### config.mk
export PLATFORM = sky130hd
export DESIGN_NAME = mem_align_seq
export DESIGN_NICKNAME = d
export VERILOG_FILES = /design/src/rtl/mem_align_seq.sv
export SDC_FILE = /design/constraint.sdc
export NUM_CORES = 1
export LEC_CHECK = 0
export CAP_MARGIN = 15
export CORE_MARGIN = 1
export CORE_UTILIZATION = 42
export CTS_BUF_LIST = sky130_fd_sc_hd__clkbuf_4 sky130_fd_sc_hd__clkbuf_8
export DETAILED_ROUTE_END_ITERATION = 7
export PLACE_DENSITY = 0.8
export SLEW_MARGIN = 20
export SYNTH_ARGS = -nofsm -noshare
export SYNTH_HDL_FRONTEND = slang
export SYNTH_SLANG_ARGS = --single-unit
### constraint.sdc
create_clock -name clk -period 4.6 [get_ports clk]
set_input_delay 0.92 -clock clk [delete_from_list [all_inputs] [get_ports clk]]
set_output_delay 0.92 -clock clk [all_outputs]
set_load 0.05 [all_outputs]
### src/rtl/mem_align_seq.sv
// Byte-lane aligner between the MEM stage and a word-wide data memory.
// Accesses that straddle a word boundary take two cycles with one stall.
module mem_align_seq (
  input  logic        clk,
  input  logic        rst,
  input  logic        req_valid,
  input  logic        req_read,
  input  logic        req_write,
  input  logic [2:0]  load_type,
  input  logic [1:0]  store_type,
  input  logic [31:0] addr,
  input  logic [31:0] wdata,
  output logic        mem_read,
  output logic        mem_write,
  output logic [31:0] mem_addr,
  output logic [31:0] mem_wdata,
  output logic [3:0]  mem_byte_en,
  input  logic [31:0] mem_rdata,
  output logic [31:0] load_data,
  output logic        stall,
  output logic        done,
  output logic        access_err
);

  localparam logic [0:0] IDLE   = 1'b0;
  localparam logic [0:0] SECOND = 1'b1;

  logic [0:0]  state;
  logic [31:0] low_word;
  logic [31:0] r_wdata;
  logic [29:0] r_base;
  logic [1:0]  r_off;
  logic [2:0]  r_size;
  logic [2:0]  r_ltype;
  logic        r_read;
  logic        r_write;

  logic       err;
  logic       go_rd;
  logic       go_wr;
  logic       split;
  logic [2:0] ld_n;
  logic [2:0] st_n;
  logic [2:0] n;
  logic [3:0] lo_lanes;
  logic [3:0] hi_lanes;
  logic [31:0] joined;

  // Lane mask of an n-byte access at offset o; hi selects the next word.
  function automatic logic [3:0] lanes(
    input logic [2:0] sz,
    input logic [1:0] o,
    input logic       hi
  );
    logic [7:0] m;
    m = 8'h00;
    case (sz)
      3'd1:    m = 8'h01;
      3'd2:    m = 8'h03;
      3'd4:    m = 8'h0F;
      default: m = 8'h00;
    endcase
    m = m << o;
    return hi ? m[7:4] : m[3:0];
  endfunction

  function automatic logic [31:0] ext(
    input logic [31:0] raw,
    input logic [2:0]  lt
  );
    logic [31:0] v;
    v = '0;
    case (lt)
      3'b000:  v = {{24{raw[7]}}, raw[7:0]};
      3'b001:  v = {{16{raw[15]}}, raw[15:0]};
      3'b010:  v = raw;
      3'b011:  v = {24'd0, raw[7:0]};
      3'b100:  v = {16'd0, raw[15:0]};
      default: v = '0;
    endcase
    return v;
  endfunction

  always_comb begin
    ld_n = 3'd0;
    unique case (1'b1)
      (load_type == 3'b000),
      (load_type == 3'b011): ld_n = 3'd1;
      (load_type == 3'b001),
      (load_type == 3'b100): ld_n = 3'd2;
      (load_type == 3'b010): ld_n = 3'd4;
      default:               ld_n = 3'd0;
    endcase
  end

  always_comb begin
    st_n = 3'd0;
    unique case (1'b1)
      (store_type == 2'b00): st_n = 3'd1;
      (store_type == 2'b01): st_n = 3'd2;
      (store_type == 2'b10): st_n = 3'd4;
      default:               st_n = 3'd0;
    endcase
  end

  assign err   = req_valid & req_read & req_write;
  assign go_rd = req_valid & req_read & ~req_write & (ld_n != 3'd0);
  assign go_wr = req_valid & req_write & ~req_read & (st_n != 3'd0);
  assign n     = go_wr ? st_n : ld_n;
  assign split = (go_rd | go_wr) & (({1'b0, addr[1:0]} + n) > 3'd4);

  assign lo_lanes = lanes(n, addr[1:0], 1'b0);
  assign hi_lanes = lanes(r_size, r_off, 1'b1);
  assign joined   = 32'({mem_rdata, low_word} >> {r_off, 3'b000});

  always_comb begin
    mem_read    = 1'b0;
    mem_write   = 1'b0;
    mem_addr    = '0;
    mem_wdata   = '0;
    mem_byte_en = 4'b0000;
    load_data   = '0;
    stall       = 1'b0;
    done        = 1'b0;
    access_err  = 1'b0;
    if (!rst) begin
      mem_read = 1'b0;
    end else if (state == SECOND) begin
      mem_read    = r_read;
      mem_write   = r_write;
      mem_addr    = {r_base + 30'd1, 2'b00};
      mem_wdata   = r_wdata >> {3'd4 - {1'b0, r_off}, 3'b000};
      mem_byte_en = r_write ? hi_lanes : 4'b0000;
      load_data   = r_read ? ext(joined, r_ltype) : '0;
      done        = 1'b1;
    end else begin
      access_err  = err;
      mem_read    = go_rd;
      mem_write   = go_wr;
      mem_addr    = {addr[31:2], 2'b00};
      mem_wdata   = wdata << {addr[1:0], 3'b000};
      mem_byte_en = go_wr ? lo_lanes : 4'b0000;
      stall       = split;
      done        = req_valid & ~split;
      if (go_rd && !split)
        load_data = ext(mem_rdata >> {addr[1:0], 3'b000}, load_type);
    end
  end

  always_ff @(posedge clk or negedge rst) begin
    if (!rst) begin
      state    <= IDLE;
      low_word <= '0;
      r_wdata  <= '0;
      r_base   <= '0;
      r_off    <= '0;
      r_size   <= '0;
      r_ltype  <= '0;
      r_read   <= 1'b0;
      r_write  <= 1'b0;
    end else if (state == SECOND) begin
      state <= IDLE;
    end else if (split) begin
      state    <= SECOND;
      low_word <= mem_rdata;
      r_wdata  <= wdata;
      r_base   <= addr[31:2];
      r_off    <= addr[1:0];
      r_size   <= n;
      r_ltype  <= load_type;
      r_read   <= go_rd;
      r_write  <= go_wr;
    end
  end

endmodule

Yosys cells after proc, flatten, opt, wreduce, memory -nomap -nowiden
Index checks and enable logic that the tools add are counted.

storage, ports and cells
  word-level logic and storage cells = 90
  input bits = 106
  output and inout bits = 105
  register bits = 105

operators by class
  add/sub/neg operators = 3
  $lt $le $gt $ge = 1
  multiplexer cells = 31
  bitwise operators = 14
  shifts and indexed selects = 6
  eq/ne operators = 16
  reductions and logical operators = 10

operators with widths
  cell                     count
  $pmux W32 S5             2
  $mux W32                 8
  $shr A64 B5 Y32          1
  $shl A32 B5 Y32          1
  $shr A32 B5 Y32          1
  $shr A32 B6 Y32          1
  $add A30 B1 Y30 const B  1
  $pmux W4 S3              2
  $eq A3 B2 Y1 const B     6
  $pmux W3 S3              2
  $mux W4                  4
  $eq A3 B1 Y1 const B     4
  $eq A3 B3 Y1 const B     4
  $mux W1                  12
  $and A1 B1 Y1            9
  $shl A8 B2 Y4            1
  $shl A8 B2 Y8            1
  $logic_not A3 Y1         2
  $reduce_bool A3 Y1       2
  $not A1 Y1               4
  $reduce_or A2 Y1         2
  $add A2 B3 Y3            1
  $gt A3 B3 Y1 const B     1
  $mux W3                  1
  8 further kinds          8

Depth between registers and ports, before layout
  word-level depth = 13
  mapped depth = 12
  depth with buffers taken out = 10

Worst setup path after synthesis
No wires, ideal clock.

  kind = input-to-output
  start point = in store_type[1]
  end point = out load_data[15]
  path buffers = 1
  stages = 7
  required time = 3.680 ns
  arrival = 3.838 ns
  setup slack = -0.158 ns
  cells stage by stage = or4bb_1 -> a21boi_0 -> fa_1 -> nor2_1 -> o211ai_2 -> buf_2 -> o21ai_0

between the ends
  longest elaborated chain between the ends = 13
  elaborated cells between the ends (all ways) = 16
  those cells by class = add/sub: 1; order compare: 1; eq/ne: 2; mux: 5; bitwise: 3; reduce/logical: 4

ends and longest elaborated chain
  item                                  RTL line  RTL
  start: declaration                    10        input logic [1:0] store_type,
  $eq A2 B2 Y1 (tied with other cells)  101       (store_type == 2'b10): st_n = 3'd4;
  $pmux W3 S3 (*)                       98        unique case (1'b1)
  $reduce_bool A3 Y1                    108       assign go_wr = req_valid & req_write & ~req_read & (st_n != 3'd0);
  $and A1 B1 Y1                         108
  $mux W3 (*)                           109       assign n = go_wr ? st_n : ld_n;
  net n[1]                              44        logic [2:0] n;
  $add A2 B3 Y3 (*)                     110       assign split = (go_rd | go_wr) & (({1'b0, addr[1:0]} + n) > 3'd4);
  $gt A3 B3 Y1 (*)                      110
  $and A1 B1 Y1 (*)                     110
  $logic_not A1 Y1 (*)                  145       if (go_rd && !split)
  $logic_and A1 B1 Y1 (*)               145
  $mux W32 (*)                          145
  $mux W32 (*)                          128       end else if (state == SECOND) begin
  $mux W32 (*)                          126       if (!rst) begin
  end: declaration                      19        output logic [31:0] load_data,

The timed path passes the listed nets; every way through them passes the cells marked *.

Worst setup path in the final report
  start point = in load_type[2]
  end point = out load_data[27]

between the ends
  longest elaborated chain between the ends = 12
  elaborated cells between the ends (all ways) = 21
  those cells by class = add/sub: 1; order compare: 1; eq/ne: 4; mux: 6; bitwise: 3; reduce/logical: 6

ends and longest elaborated chain
  item                                  RTL line  RTL
  start: declaration                    9         input logic [2:0] load_type,
  $eq A3 B1 Y1 (tied with other cells)  89        (load_type == 3'b001),
  $reduce_or A2 Y1                      86        unique case (1'b1)
  $pmux W3 S3 (*)                       86
  $mux W3 (*)                           109
  net n[1]                              44
  $add A2 B3 Y3 (*)                     110
  $gt A3 B3 Y1 (*)                      110
  $and A1 B1 Y1 (*)                     110
  $logic_not A1 Y1 (*)                  145
  $logic_and A1 B1 Y1 (*)               145
  $mux W32 (*)                          145
  $mux W32 (*)                          128
  $mux W32 (*)                          126

Marks and branches as above.

==> impl_metrics.tcl <==
set metrics [dict create \
    path_clk_slew_ps 110 \
    row_count 51 \
    hold_path.class "primary input to asynchronous set/reset pin" \
    rr_endpoint "r_ltype[1]" \
    grt_max_degree 123 \
    ys_types 59 \
    fp.dieH_microns 143 \
    fin_skew_ps 8.20 \
    ff2ff_setup_slack_ps 2450 \
    dr.pass1.iters 6 \
    wire_per_inst_microns 20.1 \
    min_period_ps 4520 \
    ctsHoldBuffers 0 \
    area_growth_pct 37.6 \
    place_hpwl_mm 18.6 \
    hold_viol_final 0 \
    insertion_delay_ps 390 \
    setup_viol 0 \
    cts_tree "built" \
    crit_fanout 8 \
    remaining_drc_errors 0 \
    tightest_slew_ps 1020 \
    grt_use_total_pct 25.5 \
    slew_violations 0 \
    syn_inst 919 \
    leakagePower_nw 4.70 \
    final_layout_size_suffix_gt1_share_pct 23.8 \
    synth-seq-cells 105 \
    clock_path_buffers 2 \
    mostFrequentLayoutCells "clkdlybuf4s50_1 (129), dfrtp_1 (102), mux2i_1 (92), mux2_2 (92), a21oi_1 (84)" \
    numCtsBuffers 9 \
    ioPinCount 211 \
    worstSetupPathType "primary input to output port" \
    max_slew_margin_pct 31.6 \
    clock-root-buffer "clkbuf_8" \
    yosys_warnings 0 \
    start_kind "primary input" \
    synth_area_sq_mm 0.00840 \
    cts.sinks 105 \
    routed_wl_mm 27.5 \
    grt_pass1_vias 7815 \
    final_nets 1208 \
    power_density_mw_per_mm2 430 \
    critPathArrivalTime_ps 3600 \
    status "completed" \
    netlist_top_cells_area "dfrtp_1 (31%), mux2_2 (12%), mux2i_1 (11%), a21oi_1 (5.0%), mux2_1 (5.0%)" \
    fin_total_pwr_mw 4.97 \
    final_common_cell "clkdlybuf4s50_1" \
    grt_pass1_wl_mm 41.2 \
    htree_levels 3 \
    die_x_microns 143 \
    fmax_mhz 221 \
    start_util_pct 43.0 \
    core-area_sq_mm 0.0195 \
    dieArea_sq_mm 0.0206 \
    synth_top_area_cell "dfrtp_1" \
    port_buffers 208 \
    crit_path_end_kind "output port" \
    synth_edf_count 0 \
    overflow 0 \
    final_util_pct 59.2 \
    vias 8261 \
    nFillCells 1680 \
    drtIter0Drc 739 \
    postSynthAreaPerCell_sq_um 9.14 \
    avgViaCountPerCell 6.03 \
    seq_area_frac_synth_pct 31.3 \
    max_cap_violations 0 \
    synthFlopType "dfrtp_1" \
    regToRegStartpoint "state" \
    fin_crit_sh_pct 98.3 \
    ir_worst_vdd_uv 241 \
    antenna_found_initial 0 \
    globalplace.congestion 0.916 \
    worstPathRequired_ps 3680 \
    worstRegToRegCells 6 \
    async_flop_share_pct 100 \
    ant_nets 0 \
    synth_top_area_share_pct 31.3 \
]
## power by group
group	internal [mW]	switching, mW	leakage (nW)	total [mW]
logic	1.20	1.39	3.32	2.60
registers	1.36	0.443	1.28	1.80
clock network	0.209	0.370	0.0899	0.579
## cells by family (layout without fill, tap and decap cells)
| group | after synthesis | after routing | share of synthesized area, % |
|---|---|---|---|
| xor+xnor | 31 | 31 | 3.32 |
| other cells | 1 | 3 | 0.0447 |
| fa+ha+maj | 4 | 4 | 0.685 |
| simple gates | 231 | 231 | 13.6 |
| flops | 105 | 105 | 31.3 |
| compound gates | 236 | 236 | 17.9 |
| mux | 222 | 222 | 28.5 |
| buf+inv | 89 | 272 | 4.63 |
## sequential cells by signal (all words and copies together), names as in the netlist
signal,cells
r_base,30
r_size,3
r_write,1
r_read,1
low_word,32
state,1
r_wdata,32
r_off,2
r_ltype,3
## worst max-delay path, cell delays in order
cell and delay (ps):
clkdlybuf4s50_1 600, xor2_1 180, nand2b_1 130, a21boi_2 170, buf_4 150, fa_2 460, nor2_4 160, o211ai_4 90
buf_12 160, clkbuf_16 160, o221ai_1 170, buf_4 240
## metrics by stage
step / area, sq um / worst slack [ps] / TNS (ps) / hold slack (ps) / cells
floorplan: 8400 / 105 / 0 / 454 / 920
global placement: 11000 / 17.4 / 0 / 465 / 1347
detailed placement: 11000 / -113 / -1400 / 475 / 1347
CTS: 11200 / 12.6 / 0 / 283 / 1363
global route: 11600 / -39.1 / -62.5 / 281 / 1368
finish: 11600 / 78.6 / 0 / 302 / 1369
## synth_stat cells, drive strengths merged, types with 3 or more instances
cell type,count
a2111oi,3
a211oi,4
a21boi,3
a21oi,84
a22oi,8
a31oi,9
a32oi,8
and2,19
and3,6
and4,4
buf,27
clkbuf,54
dfrtp,105
ha,3
inv,8
mux2,129
mux2i,92
nand2,64
nand2b,3
nand3,16
nand3b,3
nand4,5
nor2,60
nor2b,21
nor3,11
nor4,7
o211a,4
o21ai,42
o221ai,23
o22ai,32
o2bb2ai,8
o32ai,3
or3,5
xnor2,16
xor2,15
## worst max-delay path by stage
stage                   from             to  slack, ps  cells after the start
2_1_floorplan  store_type[1]  load_data[30]        110                      7
3_3_place_gp       req_write  load_data[14]         20                     10
3_5_place_dp       req_write  load_data[21]       -110                     10
4_1_cts            req_write  load_data[21]         10                     10
5_1_grt         load_type[2]  load_data[24]        -40                     12
6_report        load_type[2]  load_data[27]         80                     12
## routing by layer
layer | GRT usage (%) | part of all wire (%) | up-vias
met2 | 40.5 | 46 | 447
li1 | - | - | 3756
met1 | 33.8 | 42 | 3976
met3 | 4.63 | 8.7 | 82
met4 | 11.0 | 3.0 | 0
met5 | 0 | 0 | -
## layout make-up
class	instances	area [sq um]	share of cell area, %
tap	265	332	2.87
timing repair buffer	248	2770	24.0
antenna	1	2.50	0.0216
sequential	105	2630	22.8
clock inverter	7	63.8	0.552
inverter	8	30.0	0.260
clock buffer	9	124	1.07
multi-input combinational	726	5610	48.5
## what timing repair did
action | CTS | global route
cloned | 0 | 3
pin swaps | 0 | 8
gates resized for setup | 4 | 42
setup buffers | 0 | 2
endpoints found under the setup margin | 29 | 33
No activity file was read; power rests on OpenSTA's default activity.
